$ cat config.mk
export PLATFORM = sky130hd
export DESIGN_NAME = lsu_bus_bridge
export DESIGN_NICKNAME = d
export VERILOG_FILES = /design/src/rtl/lsu_pkg.sv /design/src/rtl/lsu_lane_align.sv /design/src/rtl/lsu_bus_bridge.sv
export SDC_FILE = /design/constraint.sdc
export NUM_CORES = 1
export LEC_CHECK = 0
export CAP_MARGIN = 10
export CORE_UTILIZATION = 49
export DETAILED_ROUTE_END_ITERATION = 7
export PLACE_DENSITY = 0.87
export SETUP_SLACK_MARGIN = 0.2
export SLEW_MARGIN = 5
export SYNTH_ARGS = -nofsm -noshare
export SYNTH_HDL_FRONTEND = slang
export SYNTH_SLANG_ARGS = --single-unit
$ cat constraint.sdc
create_clock -name clk -period 19.65 [get_ports clk]
set_input_delay 5.895 -clock clk [delete_from_list [all_inputs] [get_ports clk]]
set_output_delay 5.895 -clock clk [all_outputs]
set_load 0.02 [all_outputs]
$ cat src/rtl/lsu_pkg.sv
// Shared definitions for the load/store unit bus bridge.
//   - funct3 access size/sign codes as issued by the core
//   - FSM state encoding used by lsu_bus_bridge
//   - bus byte-enable width
package lsu_pkg;

   localparam int BE_W = 4;

   localparam logic [2:0] F3_B  = 3'b000;
   localparam logic [2:0] F3_H  = 3'b001;
   localparam logic [2:0] F3_W  = 3'b010;
   localparam logic [2:0] F3_BU = 3'b100;
   localparam logic [2:0] F3_HU = 3'b101;

   typedef enum logic [1:0] {
      ST_IDLE     = 2'd0,
      ST_REQ      = 2'd1,
      ST_WAIT_RSP = 2'd2,
      ST_DONE     = 2'd3
   } lsu_state_e;

endpackage

$ cat src/rtl/lsu_lane_align.sv
// Combinational lane steering for the load/store bridge.
// Request side:  req_re/req_we/req_funct3/req_off/req_wdata in,
//                req_legal, req_be, req_wdata_rep out.
// Response side: rsp_funct3/rsp_off/rsp_rdata in, load_data out
//                (lane-selected and sign/zero-extended).
module lsu_lane_align
   import lsu_pkg::*;
(
   input  logic             req_re,
   input  logic             req_we,
   input  logic [2:0]       req_funct3,
   input  logic [1:0]       req_off,
   input  logic [31:0]      req_wdata,
   output logic             req_legal,
   output logic [BE_W-1:0]  req_be,
   output logic [31:0]      req_wdata_rep,
   input  logic [2:0]       rsp_funct3,
   input  logic [1:0]       rsp_off,
   input  logic [31:0]      rsp_rdata,
   output logic [31:0]      load_data
);

   logic [31:0] rsp_shifted;
   logic [7:0]  rsp_byte;
   logic [15:0] rsp_half;

   // Size/alignment legality, byte enables and store data replicated
   // across every lane so the slave can pick whichever lane it enables.
   always_comb begin
      req_legal     = 1'b0;
      req_be        = '0;
      req_wdata_rep = '0;
      case (req_funct3)
         F3_B, F3_BU: begin
            req_legal     = 1'b1;
            req_be        = 4'b0001 << req_off;
            req_wdata_rep = {4{req_wdata[7:0]}};
         end
         F3_H, F3_HU: begin
            req_legal     = ~req_off[0];
            req_be        = 4'b0011 << req_off;
            req_wdata_rep = {2{req_wdata[15:0]}};
         end
         F3_W: begin
            req_legal     = (req_off == 2'b00);
            req_be        = 4'b1111;
            req_wdata_rep = req_wdata;
         end
         default: req_legal = 1'b0;
      endcase
      if (req_re && req_we) begin
         req_legal = 1'b0;
      end
   end

   // Load extraction: byte lane by offset, half lane by offset bit 1.
   always_comb begin
      rsp_shifted = rsp_rdata >> {rsp_off, 3'b000};
      rsp_byte    = rsp_shifted[7:0];
      rsp_half    = rsp_off[1] ? rsp_rdata[31:16] : rsp_rdata[15:0];
      case (rsp_funct3)
         F3_B:    load_data = {{24{rsp_byte[7]}}, rsp_byte};
         F3_BU:   load_data = {24'h0, rsp_byte};
         F3_H:    load_data = {{16{rsp_half[15]}}, rsp_half};
         F3_HU:   load_data = {16'h0, rsp_half};
         F3_W:    load_data = rsp_rdata;
         default: load_data = '0;
      endcase
   end

endmodule

$ cat src/rtl/lsu_bus_bridge.sv
// Load/store bridge between the single-cycle core data port and a
// request/grant/response bus.
// Core side: core_re/core_we/core_funct3/core_addr/core_wdata in,
//            core_rdata, core_stall, misaligned_fault, bus_timeout out.
// Bus side:  bus_req/bus_we/bus_addr/bus_be/bus_wdata out,
//            bus_gnt/bus_rvalid/bus_rdata in.
// Parameters: TIMEOUT_CYCLES (cycles in REQ+WAIT_RSP before abort),
//             CNT_W (timeout counter width, 2^CNT_W > TIMEOUT_CYCLES).
module lsu_bus_bridge
   import lsu_pkg::*;
#(
   parameter int unsigned TIMEOUT_CYCLES = 255,
   parameter int unsigned CNT_W          = 8
)
(
   input  logic             clk,
   input  logic             rst,
   input  logic             core_re,
   input  logic             core_we,
   input  logic [2:0]       core_funct3,
   input  logic [31:0]      core_addr,
   input  logic [31:0]      core_wdata,
   output logic [31:0]      core_rdata,
   output logic             core_stall,
   output logic             misaligned_fault,
   output logic             bus_timeout,
   output logic             bus_req,
   output logic             bus_we,
   output logic [31:0]      bus_addr,
   output logic [BE_W-1:0]  bus_be,
   output logic [31:0]      bus_wdata,
   input  logic             bus_gnt,
   input  logic             bus_rvalid,
   input  logic [31:0]      bus_rdata
);

   localparam logic [CNT_W-1:0] CNT_LAST = CNT_W'(TIMEOUT_CYCLES - 1);

   lsu_state_e       state_q, state_d;
   logic             bus_req_q, bus_req_d;
   logic             bus_we_q, bus_we_d;
   logic [31:0]      bus_addr_q, bus_addr_d;
   logic [BE_W-1:0]  bus_be_q, bus_be_d;
   logic [31:0]      bus_wdata_q, bus_wdata_d;
   logic [31:0]      core_rdata_q, core_rdata_d;
   logic [CNT_W-1:0] cnt_q, cnt_d;
   logic             bus_timeout_q, bus_timeout_d;
   logic [2:0]       funct3_q, funct3_d;
   logic [1:0]       off_q, off_d;
   logic             is_load_q, is_load_d;

   logic             access;
   logic             req_legal;
   logic [BE_W-1:0]  req_be;
   logic [31:0]      req_wdata_rep;
   logic [31:0]      load_data;
   logic             complete;

   assign access = core_re | core_we;

   // Size and offset are captured at request time so the response is
   // decoded correctly even if the core misbehaves and drops its request.
   lsu_lane_align u_align (
      .req_re        (core_re),
      .req_we        (core_we),
      .req_funct3    (core_funct3),
      .req_off       (core_addr[1:0]),
      .req_wdata     (core_wdata),
      .req_legal     (req_legal),
      .req_be        (req_be),
      .req_wdata_rep (req_wdata_rep),
      .rsp_funct3    (funct3_q),
      .rsp_off       (off_q),
      .rsp_rdata     (bus_rdata),
      .load_data     (load_data)
   );

   // Next-state logic. core_rdata is forced to zero outside DONE so an
   // illegal load retiring straight from IDLE reads back zero.
   always_comb begin
      state_d       = state_q;
      bus_req_d     = bus_req_q;
      bus_we_d      = bus_we_q;
      bus_addr_d    = bus_addr_q;
      bus_be_d      = bus_be_q;
      bus_wdata_d   = bus_wdata_q;
      core_rdata_d  = core_rdata_q;
      cnt_d         = cnt_q;
      bus_timeout_d = 1'b0;
      funct3_d      = funct3_q;
      off_d         = off_q;
      is_load_d     = is_load_q;
      complete      = 1'b0;
      case (state_q)
         ST_IDLE: begin
            core_rdata_d = '0;
            if (access && req_legal) begin
               state_d     = ST_REQ;
               bus_req_d   = 1'b1;
               bus_we_d    = core_we;
               bus_addr_d  = {core_addr[31:2], 2'b00};
               bus_be_d    = req_be;
               bus_wdata_d = req_wdata_rep;
               cnt_d       = '0;
               funct3_d    = core_funct3;
               off_d       = core_addr[1:0];
               is_load_d   = core_re;
            end
         end
         ST_REQ, ST_WAIT_RSP: begin
            cnt_d = cnt_q + CNT_W'(1);
            if (state_q == ST_REQ) begin
               complete = bus_gnt & bus_rvalid;
               if (bus_gnt) begin
                  bus_req_d = 1'b0;
                  state_d   = ST_WAIT_RSP;
               end
            end else begin
               complete = bus_rvalid;
            end
            // A response in the last counted cycle still wins over abort.
            if (complete) begin
               state_d = ST_DONE;
               if (is_load_q) begin
                  core_rdata_d = load_data;
               end
            end else if (cnt_q == CNT_LAST) begin
               state_d       = ST_DONE;
               bus_req_d     = 1'b0;
               bus_timeout_d = 1'b1;
               core_rdata_d  = '0;
            end
         end
         ST_DONE: begin
            state_d      = ST_IDLE;
            core_rdata_d = '0;
         end
         default: state_d = ST_IDLE;
      endcase
   end

   // State and registered outputs; reset drops any in-flight transaction.
   always_ff @(posedge clk or posedge rst) begin
      if (rst) begin
         state_q       <= ST_IDLE;
         bus_req_q     <= 1'b0;
         bus_we_q      <= 1'b0;
         bus_addr_q    <= '0;
         bus_be_q      <= '0;
         bus_wdata_q   <= '0;
         core_rdata_q  <= '0;
         cnt_q         <= '0;
         bus_timeout_q <= 1'b0;
         funct3_q      <= '0;
         off_q         <= '0;
         is_load_q     <= 1'b0;
      end else begin
         state_q       <= state_d;
         bus_req_q     <= bus_req_d;
         bus_we_q      <= bus_we_d;
         bus_addr_q    <= bus_addr_d;
         bus_be_q      <= bus_be_d;
         bus_wdata_q   <= bus_wdata_d;
         core_rdata_q  <= core_rdata_d;
         cnt_q         <= cnt_d;
         bus_timeout_q <= bus_timeout_d;
         funct3_q      <= funct3_d;
         off_q         <= off_d;
         is_load_q     <= is_load_d;
      end
   end

   // Stall and fault are combinational so they take effect in the very
   // cycle the core presents the access; both are held low during reset.
   assign core_stall       = ~rst & (((state_q == ST_IDLE) & access & req_legal)
                                     | (state_q == ST_REQ) | (state_q == ST_WAIT_RSP));
   assign misaligned_fault = ~rst & (state_q == ST_IDLE) & access & ~req_legal;

   assign core_rdata  = core_rdata_q;
   assign bus_timeout = bus_timeout_q;
   assign bus_req     = bus_req_q;
   assign bus_we      = bus_we_q;
   assign bus_addr    = bus_addr_q;
   assign bus_be      = bus_be_q;
   assign bus_wdata   = bus_wdata_q;

endmodule

==> summary.md, run 1 <==
| Metric | Value |
|---|---|
| Outcome | completed |
| CP endpoint kind | primary output |
| Synth Flop Type | dfrtp_1 |
| WP data arrival | 8.51 ns |
| Post-CTS sizing | 0 |
| DRC viols | 0 |
| Ratio of cells with drive above 1 in the final layout | 11.76% |
| Vias after detailed routing | 5185 |
| Setup TNS | 0 ns |
| ANT cells | 0 |
| Overall power | 1.343 mW |
| Startpoint types | primary input |
| Syn avg cell area | 10.47 um^2 |
| R2r setup slk | 17.06 ns |
| WL/cell | 18.43 um |
| Worst Hold Launch | core_rdata[22] |
| Latest clock arrival within the worst-skew pair | 0.41 ns |
| Peak VDD IR | 0.00009087 V |
| Cells after Synth | 554 |
| Final hold violation count | 0 |
| Core area | 11470 um^2 |
| Ports | 210 |
| Top area cells in the synthesized netlist | dfrtp_1 50%, mux2_2 5.8%, nand2_1 5.6% |
| Initial core utilization | 50.61% |
| Overflow after GRT | 0 |
| Total CTS buffers | 17 |
| Tmin final | 14.40 ns |
| Nets@finish | 856 |
| Die area | 12280 um^2 |
| Max Fclk | 69.43 MHz |
| Routed vias/inst | 5.761 |
| Vert. Die Dim | 110.8 um |
| Gpl congestion | 0.8599 |
| Yosys top cell area share | 50.45% |
| # rows | 39 |
| # port buffers | 207 |
| Max_slew headroom | 25.72% |
| Starting DRT DRC Count | 286 |
| First-pass GRT wire length | 27040 um |
| Worst r2r src | state_q[0] |
| HPWL after DPL | 11620 um |
| Post-synth top area cell | dfrtp_1 |
| Library cells used by synthesis | 58 |
| Most common cell after layout, fill and taps aside | clkdlybuf4s50_1 |
| Mapped cell area | 5803 um^2 |
| Hold_buf cts | 0 |
| Number of synthesis warnings | 0 |
| CTS tree | done |
| CP max FO | 15 |
| Post-synth ARST share | 100.0% |
| Leak | 3.766 nW |
| Reg-to-reg endpoint | cnt_q[5] |
| Largest net degree at the start of global routing | 89 |
| Max-cap viol count | 0 |
| Root buffer cell | clkbuf_16 |
| Period Utilization, post-route | 73.30% |
| DRT Pass-1 Iters | 4 |
| Critical Path RT | 13.75 ns |
| Htree depth | 4 |
| Setup crit start | core_funct3[0] |
| Worst Max-Slew Pin Slew | 1.112 ns |
| Number of global-route vias before repair | 5318 |
| R2R cell count | 6 |
| DRT antenna net count | 0 |
| Worst Hold Class | reg2reg |
| Clock transition at path regs | 0.06 ns |
| Sequential cell area fraction in the yosys report | 50.45% |
| Hold endpoint | core_rdata[22] |
| Commonest non-fill, non-tap cells in the layout | 207 x clkdlybuf4s50_1, 117 x dfrtp_1, 87 x nand2_1 |
| Initial antenna violation count | 0 |
| Slew Limit Fails | 0 |
| Setup Skew | 0.01108 ns |
| RSZ-0062 raised after global routing | false |
| GRT Util Overall | 27.48% |
| Post CTS Setup Buffer Count | 0 |
| Clk sinks | 117 |
| Chip width | 110.8 um |
| Post-synth EDFFs | 0 |
| Final WL | 16590 um |
| Area Overhead vs Synth | 45.77% |
| Hold Path Stages | 1 |
| Power density cells | 158.8 nW/um^2 |
| Post-synthesis register bit count | 117 |
| Clock buffer depth | 2 |
| CP Class | in2out |
| Setup violations, final | 0 |
worst max-delay path, stage by stage:
cell and delay (ns):
clkdlybuf4s50_1 0.88, nor4_4 0.57, nor2_1 0.08, maj3_1 0.37, and3_1 0.18, clkdlybuf4s50_1 0.53
metal layers:
layer / share of wire, % / global-route usage [%]
met1: 39 / 33.22
met2: 49 / 45.96
met3: 9.6 / 9.295
met4: 1.7 / 9.244
met5: 0 / 0
cells in the mapped netlist, types with 12 or more instances:
master and number:
buf_2 18, dfrtp_1 117, o21ai_0 36, a22oi_1 18, a31oi_1 24, clkbuf_1 12
a21oi_1 32, a21o_1 26, mux2_2 30, nand2_1 87, mux2_4 12, nor2_1 20
nand3_1 16
how the worst max path moves through the flow:
stage                     slack (ns)          endpoint  depth (start not counted)
after floorplan                 4.87  misaligned_fault                          2
after detailed placement        5.25  misaligned_fault                          6
after global routing            5.16  misaligned_fault                          6
after CTS                       5.24  misaligned_fault                          6
final                           5.25  misaligned_fault                          6
after global placement          5.35  misaligned_fault                          6
logic make-up (layout without fill, tap and decap cells):
group | count (synthesis) | count (layout) | share of synthesized area, %
compound gates | 170 | 170 | 19.60
simple gates | 159 | 159 | 13.09
flops | 117 | 117 | 50.45
mux | 53 | 53 | 10.89
buf+inv | 46 | 248 | 4.290
fa+ha+maj | 7 | 7 | 1.466
other cells | 1 | 2 | 0.06462
xor+xnor | 1 | 1 | 0.1510
layout make-up:
| cell class | count | area, um^2 |
|---|---|---|
| clock buffer | 23 | 498.0 |
| clock inverter | 8 | 97.59 |
| fill | 812 | 3008 |
| inverter | 7 | 28.78 |
| multi-input combinational | 392 | 2634 |
| sequential | 117 | 2928 |
| tap | 143 | 178.9 |
| timing repair buffer | 210 | 2095 |
metrics by stage:
step / hold slack [ns] / instance area (um^2) / std cells / util [%] / worst slack (ns)
3_5_place_dp: 0.4649 / 7864 / 869 / 68.58 / 5.251
6_report: 0.4760 / 8459 / 900 / 73.77 / 5.246
3_3_place_gp: 0.4618 / 7864 / 869 / 68.58 / 5.353
5_1_grt: 0.4901 / 8459 / 900 / 73.77 / 5.157
4_1_cts: 0.4766 / 8459 / 900 / 73.77 / 5.242
2_1_floorplan: 0.4601 / 5807 / 555 / - / 4.873
power breakdown:
group	switching, mW	internal (mW)	total (mW)
Combinational	0.325	0.289	0.614
Sequential	0.0789	0.341	0.420
Clock	0.107	0.202	0.309
Total	0.511	0.832	1.34
sequential cells by signal, summed over array words and instances, names as in the netlist:
| register | cells |
|---|---|
| cnt_q | 8 |
| bus_addr | 30 |
| funct3_q | 3 |
| bus_req | 1 |
| is_load_q | 1 |
| bus_we | 1 |
| state_q | 2 |
| core_rdata | 32 |
| bus_wdata | 32 |
| bus_timeout | 1 |
| bus_be | 4 |
| off_q | 2 |
(Power assumes the default switching activity.)
==> inputs of run 2 (changes only) <==
Settings changed: CORE_UTILIZATION 49 to 41, PLACE_DENSITY 0.87 to 0.77.
Clock period 19.65 ns to 12 ns, I/O delays scaled along.
==> summary.md, run 2 (synthesis gave the netlist of run 1 again) <==
| Metric | Value |
|---|---|
| Place WS | 2.266 ns (-2.985 ns) |
| Max Fclk | 102.6 MHz |
| Overflow after GRT | 0 (unchanged) |
| DRC viols | 0 (unchanged) |
| Latest clock arrival within the worst-skew pair | 0.42 ns (about the same) |
| Setup WS post-layout | 2.257 ns (-2.989 ns) |
| CP Class | in2out |
| Hold_buf cts | 0 (unchanged) |
| # rows | 43 (+10%) |
| Setup violations, final | 0 (unchanged) |
| WL met3 | 1704 um (+7.0%) |
| Largest net degree at the start of global routing | 89 (unchanged) |
| Core area | 13830 um^2 (+21%) |
| Starting DRT DRC Count | 306 (+7.0%) |
| Post-CTS sizing | 0 (unchanged) |
| Clock buffer depth | 2 (unchanged) |
| ANT cells | 0 (unchanged) |
| Die area | 14630 um^2 (+19%) |
| Placed Instances | 906 (+4.3%) |
| Power density cells | 263.6 nW/um^2 (+66%) |
| Total internal power | 1.428 mW (+72%) |
| Setup crit start | core_funct3[0] |
| Ratio of cells with drive above 1 in the final layout | 11.61% (-0.15 points) |
| Commonest non-fill, non-tap cells in the layout | 207 x clkdlybuf4s50_1, 117 x dfrtp_1, 87 x nand2_1 |
| Number of global-route vias before repair | 5045 (-5.1%) |
| Area Overhead vs Synth | 47.87% |
| CP max FO | 15 (unchanged) |
| DRT Pass-1 Iters | 5 (+1) |
| Worst Max-Slew Pin Slew | 1.097 ns (-0.01483 ns) |
| Initial core utilization | 41.97% (-8.6 points) |
| Sequential Power Share | 30.4% (-0.9 points) |
| R2r setup slk | 9.54 ns (-7.52 ns) |
| Max-cap viol count | 0 (unchanged) |
| Ports | 210 (unchanged) |
| Sequential Area | 2928 um^2 (unchanged) |
| Combinational share of power | 44.3% (-1.4 points) |
| Setup Skew | 0.007729 ns (-0.003347 ns) |
| Worst Hold Launch | core_rdata[22] |
| Vert. Die Dim | 121.0 um (+9.2%) |
| Gpl congestion | 0.8820 (+2.6%) |
| Startpoint types | primary input |
| HPWL after DPL | 11940 um (+2.8%) |
| Final hold violation count | 0 (unchanged) |
| WL/cell | 17.73 um (-3.8%) |
| Layout fillers | 1086 (+34%) |
| WP data arrival | 6.14 ns (-2.37 ns) |
| First-pass GRT wire length | 26010 um (-3.8%) |
| Most common cell after layout, fill and taps aside | clkdlybuf4s50_1 |
| GRT Util Overall | 23.27% (-4.2 points) |
| Tmin final | 9.743 ns |
| RSZ-0062 raised after global routing | false |
| Slowest-stage cell, CP | clkdlybuf4s50_1 |
| Slew Limit Fails | 0 (unchanged) |
| R2R cell count | 6 (unchanged) |
| Final WL | 16630 um (+0.26%) |
| # port buffers | 207 (unchanged) |
| Multi-input logic area | 2634 um^2 (unchanged) |
| Final core occ | 62.06% (-12 points) |
| Cell mode on critical path | clkdlybuf4s50_1 |
| Vias after detailed routing | 5147 (-0.73%) |
| Critical Path RT | 8.40 ns (-5.35 ns) |
| Hold Path Stages | 1 (unchanged) |
| DRT antenna net count | 0 (unchanged) |
| Clk sinks | 117 (unchanged) |
| Outcome | completed |
| Chip width | 121.0 um (+9.2%) |
| Met2 WL | 7908 um (-3.3%) |
| Nets@finish | 856 (unchanged) |
| Net Sw Frac | 36.88% (-1.2 points) |
| Setup TNS | 0 ns (unchanged) |
| Final non-filler cell total | 938 (+4.2%) |
| Leak | 3.799 nW (+0.87%) |
| Worst Hold Class | reg2reg |
| Met1 WL | 6750 um (+3.3%) |
| Worst hold margin | 0.4740 ns (-0.001963 ns) |
| Root buffer cell | clkbuf_16 |
| Routed vias/inst | 5.487 (-4.8%) |
| Total CTS buffers | 17 (unchanged) |
| CTS tree | done |
| Worst r2r src | state_q[1] |
| Clock transition at path regs | 0.05 ns (about the same) |
| Max incr delay on CP | 0.86 ns (-0.02 ns) |
| Max_slew headroom | 26.71% (+0.99 points) |
| Cell Chain, Critical Path | clkdlybuf4s50_1 > nor4_4 > nor2_1 > maj3_1 > and3_1 > clkdlybuf4s50_1 |
| Peak VDD IR | 0.0001491 V (+64%) |
| CP endpoint kind | primary output |
| Clock share of power | 25.4% (+2.4 points) |
| Htree depth | 4 (unchanged) |
| Period Utilization, post-route | 81.19% |
| Net Sw Power | 0.8341 mW (+63%) |
| Top sig layer | met4 |
| Post CTS Setup Buffer Count | 0 (unchanged) |
| Initial antenna violation count | 0 (unchanged) |
-- run 2: cell count changes in the layout (fill, tap and decap cells not counted), sizes merged --
cell,previous run,this run
clkbuf,23,25
clkinvlp,3,2
bufinv,2,5
clkinv,3,0
-- run 2: layout make-up --
type | count | area share (%)
multi-input combinational | 392 | 30.69
inverter | 7 | 0.3354
sequential | 117 | 34.12
tap | 180 | 2.625
clock buffer | 25 | 5.891
clock inverter | 7 | 1.925
timing repair buffer | 210 | 24.41
-- run 2: critical path, delay by kind of cell --
kind,cells,cell delay [ns]
simple gates,3,0.80
buf+inv,2,1.39
fa+ha+maj,1,0.35
-- run 2: path summary, 6_finish.rpt --
check,to
min in group asynchronous,bus_timeout
worst min-delay path,core_rdata[22]
worst max register to register,core_rdata[19]
worst min register to register,core_rdata[22]
max in group asynchronous,bus_wdata[28]
worst max-delay path,misaligned_fault
-- run 2: metrics by stage --
step	cell area [um^2]	power, mW
final	8581	2.262
after global routing	8581	2.385
after CTS	8581	2.275
after detailed placement	7910	1.685
after global placement	7910	1.656
after floorplan	5807	1.261
-- run 2: power groups by stage --
stage          Sequential (mW)  Combinational (mW)  Clock, mW
2_1_floorplan            0.820               0.441          0
3_3_place_gp             0.677               0.979          0
3_5_place_dp             0.688               0.997          0
4_1_cts                  0.686                1.00      0.583
5_1_grt                  0.708                1.08      0.601
6_report                 0.687                1.00      0.574
-- run 2: layer usage --
layer | vias up | global-route usage, %
li1 | 2392 | -
met1 | 2486 | 27.38
met2 | 251 | 38.54
met3 | 18 | 9.398
met4 | 0 | 7.562
met5 | - | 0
==> inputs of run 3 (changes only) <==
Settings changed: CORE_UTILIZATION 41 to 45, PLACE_DENSITY 0.77 to 0.81.
Clock period 12 ns to 10.07 ns, I/O delays scaled along.
==> summary.md, run 3 (synthesis gave the netlist of run 1 again) <==
| Metric | Value |
|---|---|
| Outcome | finished with violations |
| Failing checks | DRC |
| Cell Chain, Critical Path | clkdlybuf4s50_1 > nor4_4 > nor2_1 > maj3_1 > and3_1 > clkdlybuf4s50_1 |
| Leak | 3.792 nW (-0.18%) |
| Htree depth | 4 (unchanged) |
| Latest clock arrival within the worst-skew pair | 0.41 ns (about the same) |
| Hold_buf cts | 0 (unchanged) |
| Placed Instances | 898 (-0.88%) |
| Setup violations, final | 0 (unchanged) |
| Setup TNS | 0 ns (unchanged) |
| Critical Path RT | 7.05 ns (-1.35 ns) |
| Clk sinks | 117 (unchanged) |
| Post-DP Area | 7900 um^2 (-0.13%) |
| Max Fclk | 115.5 MHz |
| Slew Limit Fails | 0 (unchanged) |
| Most common cell after layout, fill and taps aside | clkdlybuf4s50_1 |
| Die area | 13350 um^2 (-8.7%) |
| Area Overhead vs Synth | 47.09% |
| Root buffer cell | clkbuf_16 |
| Routed vias/inst | 5.546 (+1.1%) |
| HPWL after DPL | 11750 um (-1.6%) |
| Largest net degree at the start of global routing | 89 (unchanged) |
| Peak VDD IR | 0.0001696 V (+14%) |
| Nets@finish | 856 (unchanged) |
| Tmin final | 8.655 ns |
| Ports | 210 (unchanged) |
| Gpl congestion | 0.9110 (+3.3%) |
| WP buf/inv | 2 (unchanged) |
| Setup Skew | 0.007100 ns (-0.0006295 ns) |
| Starting DRT DRC Count | 436 (+42%) |
| Clock transition at path regs | 0.05 ns (about the same) |
| ANT cells | 0 (unchanged) |
| Ratio of cells with drive above 1 in the final layout | 11.74% (+0.13 points) |
| First-pass GRT wire length | 25310 um (-2.7%) |
| RSZ-0062 raised after global routing | false |
| Chip width | 115.6 um (-4.5%) |
| Commonest non-fill, non-tap cells in the layout | 207 x clkdlybuf4s50_1, 117 x dfrtp_1, 87 x nand2_1 |
| Period Utilization, post-route | 85.95% |
| CP Class | in2out |
| Final Cell Area | 8536 um^2 (-0.52%) |
| CP top delay family | buffers and inverters |
| Clock buffer depth | 2 (unchanged) |
| Max-cap viol count | 0 (unchanged) |
| Sequential Area | 2928 um^2 (unchanged) |
| Max incr delay on CP | 0.89 ns (+0.03 ns) |
| # rows | 41 (-4.7%) |
| Power density cells | 310.8 nW/um^2 (+18%) |
| Worst Max-Slew Pin Slew | 1.220 ns (+0.1224 ns) |
| DRT Pass-1 Iters | 7 (+2) |
| Vias after detailed routing | 5158 (+0.21%) |
| CP max FO | 15 (unchanged) |
| Post CTS Setup Buffer Count | 0 (unchanged) |
| WL/cell | 17.69 um (-0.20%) |
| Vert. Die Dim | 115.6 um (-4.5%) |
| GRT Util Overall | 25.03% (+1.8 points) |
| DRC viols | 2 (+2) |
| CTS tree | done |
| Startpoint types | primary input |
| Layout fillers | 997 (-8.2%) |
| Max_slew headroom | 18.53% (-8.2 points) |
| Post-CTS sizing | 0 (unchanged) |
| Initial core utilization | 45.98% (+4.0 points) |
| Final WL | 16460 um (-1.1%) |
| Multi-input logic area | 2634 um^2 (unchanged) |
| Final non-filler cell total | 930 (-0.85%) |
| Slowest-stage cell, CP | clkdlybuf4s50_1 |
| Final core occ | 67.64% (+5.6 points) |
| WP data arrival | 5.63 ns (-0.51 ns) |
| Number of global-route vias before repair | 4997 (-0.95%) |
| Overflow after GRT | 0 (unchanged) |
| Core area | 12620 um^2 (-8.7%) |
| Total CTS buffers | 17 (unchanged) |
| CP endpoint kind | primary output |
| Initial antenna violation count | 0 (unchanged) |
| # port buffers | 207 (unchanged) |
| Cell mode on critical path | clkdlybuf4s50_1 |
| Worst Hold Class | reg2reg |
| DRT antenna net count | 0 (unchanged) |
| Final hold violation count | 0 (unchanged) |
[run 3: routing by layer]
layer | routed length [um] | GRT usage, %
met1 | 6501 | 28.98
met2 | 8271 | 43.87
met3 | 1490 | 8.682
met4 | 192 | 6.926
met5 | 0 | 0
[run 3: worst paths after layout]
| path | start | endpoint | slack (ns) | cells past startpoint |
|---|---|---|---|---|
| max in group asynchronous | rst | bus_addr[3] | 5.65 | 3 |
| max reg2reg | state_q[1] | core_rdata[17] | 7.60 | 6 |
| min | core_rdata[9] | core_rdata[9] | 0.47 | 1 |
| min in group asynchronous | rst | core_rdata[17] | 3.04 | 2 |
| min reg2reg | core_rdata[9] | core_rdata[9] | 0.47 | 1 |
| max | core_funct3[0] | misaligned_fault | 1.41 | 6 |
[run 3: report_power, final]
part / internal, mW / total [mW] / switching, mW
registers: 0.666 / 0.816 / 0.150
logic: 0.564 / 1.20 / 0.631
clock network: 0.438 / 0.641 / 0.203
total: 1.67 / 2.65 / 0.985
[run 3: layout make-up]
cell class | count | area share, %
Clock buffer | 23 | 5.717
Clock inverter | 9 | 1.730
Inverter | 7 | 0.3371
Multi-Input combinational cell | 392 | 30.86
Sequential cell | 117 | 34.30
Tap cell | 172 | 2.521
Timing Repair Buffer | 210 | 24.54
[run 3: through the flow]
| step | setup WS [ns] | hold slack (ns) | total power [mW] |
|---|---|---|---|
| floorplan | 1.041 | 0.4601 | 1.503 |
| global placement | 1.472 | 0.4591 | 1.962 |
| detailed placement | 1.413 | 0.4650 | 2.009 |
| CTS | 1.419 | 0.4764 | 2.665 |
| global route | 1.304 | 0.4901 | 2.803 |
| finish | 1.415 | 0.4731 | 2.653 |
[run 3: worst reg2reg max path, cell delays in order, from the launching register on]
cell     delay (ns)
dfrtp_1        0.39
inv_1          0.08
ha_1           0.55
and2_1         0.25
nand4_1        0.56
a31oi_1        0.46
a21o_1         0.12
